--- config.mk ---
export PLATFORM = sky130hd
export DESIGN_NAME = vga_plot_arbiter
export DESIGN_NICKNAME = d
export VERILOG_FILES = /design/src/rtl/vga_pkg.sv /design/src/rtl/vga_pixel_reg.sv /design/src/rtl/vga_plot_arbiter.sv
export SDC_FILE = /design/constraint.sdc
export NUM_CORES = 1
export LEC_CHECK = 0
export BUFFER_PORTS_ARGS = -buffer_cell sky130_fd_sc_hd__buf_2
export CORE_MARGIN = 4
export CORE_UTILIZATION = 36
export CTS_CLUSTER_SIZE = 16
export DETAILED_ROUTE_END_ITERATION = 12
export SYNTH_ARGS = -nofsm -noshare
export SYNTH_HDL_FRONTEND = slang
export SYNTH_HIERARCHICAL = 1
export SYNTH_SLANG_ARGS = --single-unit
--- constraint.sdc ---
create_clock -name CLOCK_50 -period 2.66 [get_ports CLOCK_50]
set_input_delay 0.532 -clock CLOCK_50 [delete_from_list [all_inputs] [get_ports CLOCK_50]]
set_output_delay 0.532 -clock CLOCK_50 [all_outputs]
set_load 0.005 [all_outputs]
--- src/rtl/vga_pkg.sv ---
// Shared types and screen constants for the VGA pixel-port arbiter.
// The defaults describe the 160x120 screen with 3-bit colour.
package vga_pkg;

  typedef enum logic [1:0] {
    StIdle = 2'd0,
    StOwn0 = 2'd1,
    StOwn1 = 2'd2
  } arb_state_e;

  localparam int unsigned SCREEN_XMAX = 159;
  localparam int unsigned SCREEN_YMAX = 119;

  localparam int unsigned VGA_XW = 8;
  localparam int unsigned VGA_YW = 7;
  localparam int unsigned VGA_CW = 3;

endpackage

--- src/rtl/vga_pixel_reg.sv ---
// Registered pixel output stage.
// Out-of-screen pixels still load the coordinate registers but are never plotted.
module vga_pixel_reg
  import vga_pkg::*;
#(
  parameter int unsigned XW   = VGA_XW,
  parameter int unsigned YW   = VGA_YW,
  parameter int unsigned CW   = VGA_CW,
  parameter int unsigned XMAX = SCREEN_XMAX,
  parameter int unsigned YMAX = SCREEN_YMAX,
  parameter int unsigned DW   = 8
) (
  input  logic          clk_i,
  input  logic          rst_i,
  input  logic          xfer_i,
  input  logic [XW-1:0] x_i,
  input  logic [YW-1:0] y_i,
  input  logic [CW-1:0] colour_i,
  output logic [XW-1:0] vga_x_o,
  output logic [YW-1:0] vga_y_o,
  output logic [CW-1:0] vga_colour_o,
  output logic          vga_plot_o,
  output logic [DW-1:0] drop_cnt_o
);

  localparam logic [XW-1:0] XMaxC = XW'(XMAX);
  localparam logic [YW-1:0] YMaxC = YW'(YMAX);

  logic [XW-1:0] x_q, x_d;
  logic [YW-1:0] y_q, y_d;
  logic [CW-1:0] colour_q, colour_d;
  logic          plot_q, plot_d;
  logic [DW-1:0] drop_q, drop_d;
  logic          in_range;

  assign in_range = (x_i <= XMaxC) && (y_i <= YMaxC);

  always_comb begin
    x_d      = x_q;
    y_d      = y_q;
    colour_d = colour_q;
    plot_d   = 1'b0;
    drop_d   = drop_q;
    if (xfer_i) begin
      x_d      = x_i;
      y_d      = y_i;
      colour_d = colour_i;
      plot_d   = in_range;
      // Saturate rather than wrap so a large drop count is never mistaken for a small one.
      if (!in_range && (drop_q != {DW{1'b1}})) begin
        drop_d = drop_q + 1'b1;
      end
    end
  end

  always_ff @(posedge clk_i or posedge rst_i) begin
    if (rst_i) begin
      x_q      <= '0;
      y_q      <= '0;
      colour_q <= '0;
      plot_q   <= 1'b0;
      drop_q   <= '0;
    end else begin
      x_q      <= x_d;
      y_q      <= y_d;
      colour_q <= colour_d;
      plot_q   <= plot_d;
      drop_q   <= drop_d;
    end
  end

  assign vga_x_o      = x_q;
  assign vga_y_o      = y_q;
  assign vga_colour_o = colour_q;
  assign vga_plot_o   = plot_q;
  assign drop_cnt_o   = drop_q;

endmodule

--- src/rtl/vga_plot_arbiter.sv ---
// Two-requester burst arbiter for the VGA adapter pixel-write port.
// A requester owns the port from grant until it transfers a pixel flagged last.
module vga_plot_arbiter
  import vga_pkg::*;
#(
  parameter int unsigned XW   = VGA_XW,
  parameter int unsigned YW   = VGA_YW,
  parameter int unsigned CW   = VGA_CW,
  parameter int unsigned XMAX = SCREEN_XMAX,
  parameter int unsigned YMAX = SCREEN_YMAX,
  parameter int unsigned DW   = 8
) (
  input  logic          CLOCK_50,
  input  logic          Reset,
  input  logic          prio_mode,
  input  logic          r0_valid,
  output logic          r0_ready,
  input  logic [XW-1:0] r0_x,
  input  logic [YW-1:0] r0_y,
  input  logic [CW-1:0] r0_colour,
  input  logic          r0_last,
  input  logic          r1_valid,
  output logic          r1_ready,
  input  logic [XW-1:0] r1_x,
  input  logic [YW-1:0] r1_y,
  input  logic [CW-1:0] r1_colour,
  input  logic          r1_last,
  output logic [XW-1:0] vga_x,
  output logic [YW-1:0] vga_y,
  output logic [CW-1:0] vga_colour,
  output logic          vga_plot,
  output logic          busy,
  output logic          grant,
  output logic [DW-1:0] drop_cnt
);

  arb_state_e    state_q, state_d;
  logic          last_served_q, last_served_d;
  logic          xfer;
  logic [XW-1:0] pix_x;
  logic [YW-1:0] pix_y;
  logic [CW-1:0] pix_colour;

  always_comb begin
    state_d       = state_q;
    last_served_d = last_served_q;
    r0_ready      = 1'b0;
    r1_ready      = 1'b0;
    xfer          = 1'b0;
    pix_x         = r0_x;
    pix_y         = r0_y;
    pix_colour    = r0_colour;
    unique case (state_q)
      StIdle: begin
        if (r0_valid && r1_valid) begin
          // last_served=1 means requester 1 went last, so round-robin favours 0.
          state_d = (prio_mode || last_served_q) ? StOwn0 : StOwn1;
        end else if (r0_valid) begin
          state_d = StOwn0;
        end else if (r1_valid) begin
          state_d = StOwn1;
        end
      end
      StOwn0: begin
        r0_ready = 1'b1;
        xfer     = r0_valid;
        if (r0_valid && r0_last) begin
          state_d       = StIdle;
          last_served_d = 1'b0;
        end
      end
      StOwn1: begin
        r1_ready   = 1'b1;
        xfer       = r1_valid;
        pix_x      = r1_x;
        pix_y      = r1_y;
        pix_colour = r1_colour;
        if (r1_valid && r1_last) begin
          state_d       = StIdle;
          last_served_d = 1'b1;
        end
      end
      default: state_d = StIdle;
    endcase
  end

  always_ff @(posedge CLOCK_50 or posedge Reset) begin
    if (Reset) begin
      state_q       <= StIdle;
      last_served_q <= 1'b1;
    end else begin
      state_q       <= state_d;
      last_served_q <= last_served_d;
    end
  end

  assign busy  = (state_q != StIdle);
  assign grant = (state_q == StOwn1);

  vga_pixel_reg #(
    .XW  (XW),
    .YW  (YW),
    .CW  (CW),
    .XMAX(XMAX),
    .YMAX(YMAX),
    .DW  (DW)
  ) u_pixel_reg (
    .clk_i       (CLOCK_50),
    .rst_i       (Reset),
    .xfer_i      (xfer),
    .x_i         (pix_x),
    .y_i         (pix_y),
    .colour_i    (pix_colour),
    .vga_x_o     (vga_x),
    .vga_y_o     (vga_y),
    .vga_colour_o(vga_colour),
    .vga_plot_o  (vga_plot),
    .drop_cnt_o  (drop_cnt)
  );

endmodule

==> impl_results.md <==
- Clock slew at reported path FFs: 60 ps
- Area leader, netlist: dfrtp_1
- Worst r2r path cells: 7
- Final TNS setup: 0 ps
- Detailed-route via count: 1,237
- N_diodes: 0
- Pin count of the biggest net entering global routing: 20
- Die W: 74.5 microns
- GRT Overall Usage: 14.3%
- Max-slew violation count: 0
- Req. time, crit path: 2820 ps
- Pwr dens: 941 nW/um^2
- Final period util: 89.5%
- RR Startpoint: state_q[0]
- Vias in the first global route: 1,267
- Residual DRC: 0
- Post-route ant nets: 0
- Post-Place Setup Slack: 277 ps
- P_leak: 1.07 nW
- Syn_nets: 175
- Max VDD drop: 450 uV
- H-tree depth: 2
- Share of cells above drive strength 1: 62.6%
- Hold Path Class: in2async
- Peak Freq: 0.420 GHz
- Cells along the critical path: inv_1 -> ha_1 -> mux2_2 -> o21ai_1 -> a21boi_1 -> and2_4 -> mux2_4
- CP Max Fanout: 12
- Initial antenna violation count: 0
- Syn Inst Count: 126
- Max cap viols: 0
- Worst Setup Start Kind: flop
- Post-DP HPWL: 3020 microns
- Slew of the pin with the lowest slew margin: 546 ps
- Vias/cell: 4.83
- Utilization after layout: 51.4%
- Top-area cell type share of the netlist area: 45.6%
- Commonest non-fill, non-tap cell in the layout: buf_2
- Initial Utilization: 38.4%
- #FFs+latches synth: 30
- DR WL/cell: 14.4 microns
- Num CTS Buffers: 5
- CTS max path bufs: 2
- WHS: 118 ps
- Final Hold Fails: 0
- Hold-fix buffers at CTS: 0
- # rows: 23
- CTS root buf: clkbuf_8
- Worst Skew: 2.75 ps
- Total number of yosys warnings: 6
- Max incr delay on CP: 450 ps
- Later-pin clock latency in the skew report: 270 ps
- IO buf count: 73
- Sequential fraction of the synthesis area: 47.3%
- Final setup violation count: 0
- Clock sink total: 30
- Setup ws final: 278 ps
- Total die area: 5550 sq um
- Setup Buffers After CTS: 0
- Crit-path slowest cell: ha_1
- Synth-to-Final Area Change: 34.0%
- Layout net count: 254
- Routability cong.: 0.875
- 1st-pass router iterations: 5
- Ports: 74
- Mapped cell area: 1590 sq um
- Mapped Avg Cell Area: 12.6 sq um
- Setup CP Type: reg2reg
- Critical Path End Type: flop
- Synth unique cells: 36
- CTS tree: built
- Post-CTS Resized: 0
- RSZ-0062 raised after global routing: no
- Die Span Y: 74.5 microns
- Overflow after GRT: 0
- Core ar.: 4140 sq um
- Arrival time worst endpoint: 2540 ps
- Total Wirelength: 3690 microns
- Most frequent cells in the layout: buf_2 (73), mux2_2 (37), dfrtp_1 (29)
- Total power: 2.01 mW
- Worst R2R Setup Slack: 280 ps
- RR Endpoint: u_pixel_reg/drop_cnt_o[1]
- First-pass GRT wire length: 6020 microns
- Worst slew margin: 63.6%
- Outcome: completed
- Iteration-0 DRC Markers: 25
- Synth top area cells: dfrtp_1 (46%), mux2_2 (26%), ha_1 (4.7%)
- Final min period: 2380 ps
[where the power goes]
group	internal [mW]	leakage [nW]	switching [mW]	total (mW)
Combinational	0.487	0.643	0.362	0.849
Sequential	0.640	0.374	0.0960	0.736
Clock	0.261	0.0575	0.160	0.421
Total	1.39	1.07	0.619	2.01
[flip-flops by register name, summed over array words and instances, names as in the netlist]
signal                    flops
u_pixel_reg/vga_y_o           7
u_pixel_reg/vga_colour_o      3
last_served_q                 1
u_pixel_reg/drop_cnt_o        8
u_pixel_reg/vga_plot_o        1
state_q                       2
u_pixel_reg/vga_x_o           8
[cell type report]
type	instances	area (sq um)
Timing Repair Buffer	77	395
Fill cell	413	2010
Sequential cell	30	752
Tap cell	50	62.6
Inverter	6	22.5
Multi-Input combinational cell	85	788
Clock buffer	8	110
[layer usage]
metal  GRT usage [%]  wire length, microns
met1            16.9                  1510
met2            25.0                  1930
met3            4.05                   213
met4            4.74                    42
met5               0                     0
[metrics by stage]
stage          instances  area, sq um
2_1_floorplan        126         1590
3_3_place_gp         248         2020
3_5_place_dp         248         2020
4_1_cts              256         2130
5_1_grt              256         2130
6_report             256         2130
[kinds of logic (layout without fill, tap and decap cells)]
kind of cell	count (synthesis)	count (layout)	synth area share (%)
mux	39	39	27.9
flops	30	30	47.3
simple gates	21	21	7.55
compound gates	14	14	6.53
buf+inv	11	91	3.30
fa+ha+maj	6	6	4.72
xor+xnor	5	5	2.75
[worst max-delay path, delay by kind of cell, from the launching register on]
family / cells / cell delay (ps)
multiplexers: 2 / 700
AND/OR/NAND/NOR: 1 / 180
flip-flops: 1 / 400
buffers and inverters: 1 / 120
AO/OA/AOI/OAI: 2 / 410
adder cells (fa/ha/maj): 1 / 450
[worst max path at each step]
| stage | startpoint | endpoint | slack, ps | cells after the start |
|---|---|---|---|---|
| final | state_q[0] | u_pixel_reg/drop_cnt_o[1] | 280 | 7 |
| after global routing | state_q[0] | u_pixel_reg/drop_cnt_o[6] | 140 | 7 |
| after CTS | state_q[0] | u_pixel_reg/drop_cnt_o[1] | 270 | 7 |
| after detailed placement | state_q[0] | u_pixel_reg/drop_cnt_o[1] | 280 | 7 |
| after global placement | state_q[0] | u_pixel_reg/drop_cnt_o[1] | 370 | 7 |
| after floorplan | state_q[0] | u_pixel_reg/drop_cnt_o[1] | 430 | 9 |
[synthesized netlist by cell type]
cell type  number
mux2_2         37
dfrtp_1        29
ha_1            6
inv_1           6
buf_2           3
nand4_1         3
nor2_1          3
nor3_1          3
xor2_1          3
a21boi_1        2
and3_2          2
buf_4           2
nand3_1         2
or3_1           2
xnor2_1         2
a211oi_1        1
a21bo_1         1
a21boi_2        1
a21oi_1         1
a22oi_1         1
a31oi_1         1
and2_4          1
and3_1          1
dfstp_2         1
mux2_1          1
mux2_4          1
nand2_1         1
nand2b_1        1
nor2b_1         1
o2111ai_1       1
o21ai_0         1
o21ai_1         1
o22ai_1         1
o2bb2ai_1       1
o31ai_1         1
or2_1           1
Power figures use the tool's default switching activity.
